==> src/rtl/pe_row_sequencer.sv <==
// Row-convolution sequencer for one glb_PE: streams K weight beats, then a sliding
// K-tap ifmap window per output, drives the PE selects and hands off each psum.
module pe_row_sequencer #(
   parameter int unsigned DATA_WIDTH = 16,
   parameter int unsigned NUM_COL    = 4,
   parameter int unsigned MAX_K      = 8,
   parameter int unsigned MAX_OW     = 32,
   parameter int unsigned AW         = 8,
   parameter int unsigned PE_LAT     = 2
) (
   input  logic                          clk,
   input  logic                          rst,
   input  logic                          start,
   input  logic                          abort,
   input  logic [$clog2(MAX_K+1)-1:0]    cfg_k,
   input  logic [$clog2(MAX_OW+1)-1:0]   cfg_ow,
   input  logic [$clog2(NUM_COL)-1:0]    cfg_col,
   output logic                          busy,
   output logic                          done,
   output logic                          bus_valid,
   input  logic                          bus_ready,
   output logic                          bus_kind,
   output logic [AW-1:0]                 bus_addr,
   output logic [$clog2(NUM_COL)-1:0]    bus_tag,
   output logic                          mult_seln,
   output logic                          acc_seln,
   output logic                          psum_valid,
   input  logic                          psum_ready
);

   localparam int unsigned KW  = $clog2(MAX_K + 1);
   localparam int unsigned OWW = $clog2(MAX_OW + 1);
   localparam int unsigned TW  = $clog2(NUM_COL);
   localparam int unsigned WW  = $clog2(PE_LAT + 1);

   // Parameter sanity: ifmap addresses must fit in AW without wrapping.
   if (DATA_WIDTH == 0 || PE_LAT == 0 ||
       (64'(1) << AW) <= 64'(MAX_OW + MAX_K - 2)) begin : g_bad_cfg
      $error("pe_row_sequencer: illegal parameter set");
   end

   typedef enum logic [2:0] {
      S_IDLE, S_LOAD_W, S_MAC, S_WAIT_PE, S_DRAIN, S_FINISH
   } state_e;

   state_e          state_q, state_d;
   logic [KW-1:0]   k_q, k_d, kcfg_q, kcfg_d;
   logic [OWW-1:0]  o_q, o_d, owcfg_q, owcfg_d;
   logic [WW-1:0]   w_q, w_d;
   logic [TW-1:0]   tag_q, tag_d;
   logic            busy_q, busy_d, done_q, done_d, valid_q, valid_d, kind_q, kind_d;
   logic            mult_q, mult_d, acc_q, acc_d, pv_q, pv_d;
   logic [AW-1:0]   addr_q, addr_d;
   logic [KW-1:0]   k_sat;
   logic [OWW-1:0]  ow_sat;
   logic            last_k;

   assign k_sat  = (32'(cfg_k)  > MAX_K)  ? KW'(MAX_K)   : cfg_k;
   assign ow_sat = (32'(cfg_ow) > MAX_OW) ? OWW'(MAX_OW) : cfg_ow;
   assign last_k = (k_q == KW'(kcfg_q - KW'(1)));

   // Next state and counters; outputs are decoded from the next state and registered.
   always_comb begin
      state_d = state_q;
      k_d     = k_q;
      o_d     = o_q;
      w_d     = w_q;
      kcfg_d  = kcfg_q;
      owcfg_d = owcfg_q;
      tag_d   = tag_q;
      if (abort) begin
         state_d = S_IDLE;
         k_d     = '0;
         o_d     = '0;
         w_d     = '0;
         tag_d   = '0;
      end else begin
         unique case (state_q)
            S_IDLE: if (start) begin
               kcfg_d  = k_sat;
               owcfg_d = ow_sat;
               tag_d   = cfg_col;
               k_d     = '0;
               o_d     = '0;
               w_d     = '0;
               state_d = (k_sat == '0 || ow_sat == '0) ? S_FINISH : S_LOAD_W;
            end
            S_LOAD_W: if (bus_ready) begin
               if (last_k) begin
                  k_d     = '0;
                  o_d     = '0;
                  state_d = S_MAC;
               end else begin
                  k_d = k_q + KW'(1);
               end
            end
            S_MAC: if (bus_ready) begin
               if (last_k) begin
                  w_d     = '0;
                  state_d = S_WAIT_PE;
               end else begin
                  k_d = k_q + KW'(1);
               end
            end
            S_WAIT_PE: begin
               if (w_q == WW'(PE_LAT - 1)) state_d = S_DRAIN;
               else                        w_d     = w_q + WW'(1);
            end
            S_DRAIN: if (psum_ready) begin
               if (o_q == OWW'(owcfg_q - OWW'(1))) begin
                  state_d = S_FINISH;
               end else begin
                  o_d     = o_q + OWW'(1);
                  k_d     = '0;
                  state_d = S_MAC;
               end
            end
            S_FINISH: state_d = S_IDLE;
            default:  state_d = S_IDLE;
         endcase
      end

      busy_d  = (state_d != S_IDLE);
      done_d  = (state_d == S_FINISH);
      valid_d = (state_d == S_LOAD_W) || (state_d == S_MAC);
      kind_d  = (state_d == S_MAC);
      mult_d  = (state_d != S_MAC);
      acc_d   = !((state_d == S_MAC) && (k_d != '0));
      pv_d    = (state_d == S_DRAIN);
      unique case (state_d)
         S_LOAD_W: addr_d = AW'(k_d);
         S_MAC:    addr_d = AW'(o_d) + AW'(k_d);
         default:  addr_d = '0;
      endcase
   end

   always_ff @(posedge clk) begin
      if (rst) begin
         state_q <= S_IDLE;
         k_q     <= '0;
         o_q     <= '0;
         w_q     <= '0;
         kcfg_q  <= '0;
         owcfg_q <= '0;
         tag_q   <= '0;
         busy_q  <= 1'b0;
         done_q  <= 1'b0;
         valid_q <= 1'b0;
         kind_q  <= 1'b0;
         addr_q  <= '0;
         mult_q  <= 1'b1;
         acc_q   <= 1'b1;
         pv_q    <= 1'b0;
      end else begin
         state_q <= state_d;
         k_q     <= k_d;
         o_q     <= o_d;
         w_q     <= w_d;
         kcfg_q  <= kcfg_d;
         owcfg_q <= owcfg_d;
         tag_q   <= tag_d;
         busy_q  <= busy_d;
         done_q  <= done_d;
         valid_q <= valid_d;
         kind_q  <= kind_d;
         addr_q  <= addr_d;
         mult_q  <= mult_d;
         acc_q   <= acc_d;
         pv_q    <= pv_d;
      end
   end

   assign busy       = busy_q;
   assign done       = done_q;
   assign bus_valid  = valid_q;
   assign bus_kind   = kind_q;
   assign bus_addr   = addr_q;
   assign bus_tag    = tag_q;
   assign mult_seln  = mult_q;
   assign acc_seln   = acc_q;
   assign psum_valid = pv_q;

endmodule

==> config.mk <==
export PLATFORM = sky130hd
export DESIGN_NAME = pe_row_sequencer
export DESIGN_NICKNAME = d
export VERILOG_FILES = /design/src/rtl/pe_row_sequencer.sv
export SDC_FILE = /design/constraint.sdc
export NUM_CORES = 1
export LEC_CHECK = 0
export CAP_MARGIN = 20
export CORE_UTILIZATION = 55
export DETAILED_ROUTE_END_ITERATION = 8
export PLACE_DENSITY_LB_ADDON = 0.08
export SLEW_MARGIN = 20
export SYNTH_ARGS = -nofsm -noshare
export SYNTH_HDL_FRONTEND = slang
export SYNTH_SLANG_ARGS = --single-unit
==> constraint.sdc <==
create_clock -name clk -period 8.8 [get_ports clk]
set_clock_uncertainty 0.1 [all_clocks]
set_input_delay 0.88 -clock clk [delete_from_list [all_inputs] [get_ports clk]]
set_output_delay 0.88 -clock clk [all_outputs]
set_load 0.1 [all_outputs]
==> flow_summary.ini <==
[clocking]
ctsHoldBuffers = 0
cts_tree = yes
path_clk_slew_ps = 80
clock_path_buffers = 2
clock_latency_ps = 300
postCtsSetupBuffers = 0
cts_made_buffers = 5
cts.sinks = 41
htreeDepth = 2
cts.root.buffer_cell = clkbuf_8
ctsResizeCount = 0

[routing]
postRouteAntennaNets = 0
dr.pass1.iters = 4
vias_per_cell = 5.73
drc = 0
drt_iter0_drc = 150
finalWirelength_mm = 4.88
vias = 2086
detail_route.wl_per_cell_um = 13.4

[cells_and_area]
antenna_cells = 0
fin_cells = 364
synthToLayoutAreaGrowth_pct = 20.1
most-common-layout-cells = dfxtp_1 (41), nor2_1 (37), nand2_1 (35)
nets = 342
final_area_um2 = 2740
drive_gt1_share_pct = 5.41
final_common_cell = dfxtp_1

[timing]
rsz0062_at_grt = no
report.final.setup_viol = 0
fin_crit_ps = 4050
worstMarginPinSlew_ps = 972
whs_ps = 376
fmax_mhz = 247
tns_ps = 0
drv_slew = 0
final-hold-violation-count = 0
min_period_over_period_pct = 46.1
worst_slew_margin_rel_pct = 35.0

[grt]
grt_pass1_wl_mm = 8.35
grt_max_degree = 16
grt-ovfl-total = 0
antenna_found_initial = 0
first_global_vias = 1916
grt.total_usage_pct = 25.0

[worst_setup_path]
worst-path-max-fanout = 8
crit_type = in -> reg
cp_data_required_time_ps = 8920
crit_path_start_kind = primary input
cp-end-kind = register
arrival_ps = 4170

[power]
p_leak_nw = 1.03
p_switching_uw = 96.8
clock_power_share_pct = 39.1
p_per_area_nw_per_um2 = 142
power_uw = 389
ir_worst_vdd_v = 0.000121
swShare_pct = 24.9
power_frac_comb_pct = 11.7
p_seq_share_pct = 49.2
intPower_uw = 292

[place]
port_buffers = 33
gp_congestion = 0.854
dp.cells = 356
hpwl_mm = 3.75
place_area_um2 = 2630

[synthesis]
synthCells = 283
synth_ff_type = dfxtp_1
synth.distinct_cells = 50
ys_warn_count = 0
synthArstFlopShare_pct = 0
synth_area_leaders = dfxtp_1 (36%), a21oi_1 (6.4%), nor2_1 (6.1%)
avgSynthCellArea_um2 = 8.07
yosysTopAreaCellShare_pct = 35.9
synth.ff_latch_count = 41
yosysSeqAreaShare_pct = 35.9
yosysTopAreaCell = dfxtp_1
synth_edf_count = 0
syn_area_um2 = 2280
syn_nets = 312

[job]
cap_violations = 0

[floorplanning]
die_y_um = 66.5
start_util_pct = 57.1
ios = 35
coreArea_um2 = 4000
core.rowCount = 23
die_x_um = 66.5
dieArea_um2 = 4420

[run_status]
status = finished, final reports clean

[worst_hold_path]
hp-class = reg -> reg
==> layer usage <==
metal	GRT usage, %	share of wire [%]	wire [um]	vias up
li1	-	-	-	1054
met1	32.6	48	2320	977
met2	41.5	47	2310	51
met3	5.82	4.3	209	4
met4	6.12	0.94	46	0
met5	0	0	0	-
==> final cells by class <==
cell class / count / area (um2)
multi-input cells: 221 / 1370
fillers: 358 / 1260
flip-flops and latches: 41 / 821
repair buffers: 33 / 330
clock buffers: 5 / 68.8
well taps: 50 / 62.6
clock inverters: 3 / 46.3
inverters: 11 / 41.3
==> registers in the layout, summed over array words and instances, names as in the netlist <==
name and flops:
o_q 6, state_q 3, bus_tag 2, mult_seln 1
bus_kind 1, done 1, busy 1, bus_addr 7
acc_seln 1, k_q 4, bus_valid 1, psum_valid 1
kcfg_q 4, owcfg_q 6, w_q 2
==> cell families (layout without fill, tap and decap cells) <==
family                     after synthesis  after routing  synth area share (%)
other                                    1              1                 0.164
AOI/OAI and AO/OA                       67             67                  19.8
adders and majority gates               11             11                  6.35
muxes                                    3              3                  1.31
DFF                                     41             41                  35.9
buffers and inverters                   21             52                  3.94
and+or+nand+nor                        125            125                  26.6
xor gates and xnor gates                14             14                  5.97
==> metrics by stage <==
| stage | util [%] | setup slack, ps |
|---|---|---|
| floorplan | - | 5230 |
| global placement | 65.7 | 4610 |
| detailed placement | 65.7 | 4520 |
| CTS | 68.6 | 4790 |
| global route | 68.6 | 4410 |
| finish | 68.6 | 4750 |
==> Yosys cell counts (all sizes together), types with 4 or more instances <==
| cell | number |
|---|---|
| nand3 | 6 |
| xnor2 | 9 |
| inv | 11 |
| nor2b | 4 |
| a21oi | 29 |
| dfxtp | 41 |
| o21ai | 6 |
| xor2 | 4 |
| nand2 | 35 |
| o21a | 5 |
| or2 | 4 |
| nand3b | 10 |
| nor4 | 5 |
| nor2 | 37 |
| and2 | 5 |
| clkbuf | 7 |
| ha | 10 |
| nor3 | 9 |
==> power by group through the flow <==
stage / Sequential, mW / Clock, mW / Combinational, mW
floorplan: 0.201 / 0 / 0.0248
detailed placement: 0.195 / 0 / 0.0453
CTS: 0.191 / 0.156 / 0.0455
finish: 0.191 / 0.152 / 0.0456
global route: 0.192 / 0.162 / 0.0497
global placement: 0.195 / 0 / 0.0448
==> worst paths after layout <==
check	from	end	slack [ps]	cells past startpoint
worst max-delay path	bus_ready	bus_addr[4]$_SDFF_PP0_	4750	13
worst min-delay path	kcfg_q[1]$_SDFFE_PP0P_	kcfg_q[1]$_SDFFE_PP0P_	380	2
worst max register to register	owcfg_q[0]$_SDFFE_PP0P_	bus_addr[5]$_SDFF_PP0_	4840	17
worst min register to register	kcfg_q[1]$_SDFFE_PP0P_	kcfg_q[1]$_SDFFE_PP0P_	380	2
==> worst max-delay path, cell delays in order <==
cell	delay [ps]
clkdlybuf4s50_1	600
inv_1	120
or3_1	480
o32ai_1	340
nand2_1	160
a21oi_1	220
nor2_1	60
ha_1	230
fa_1	410
a21o_1	170
a21oi_1	240
nor3_1	70
nor3_1	190
No activity file was read; power rests on OpenSTA's default activity.
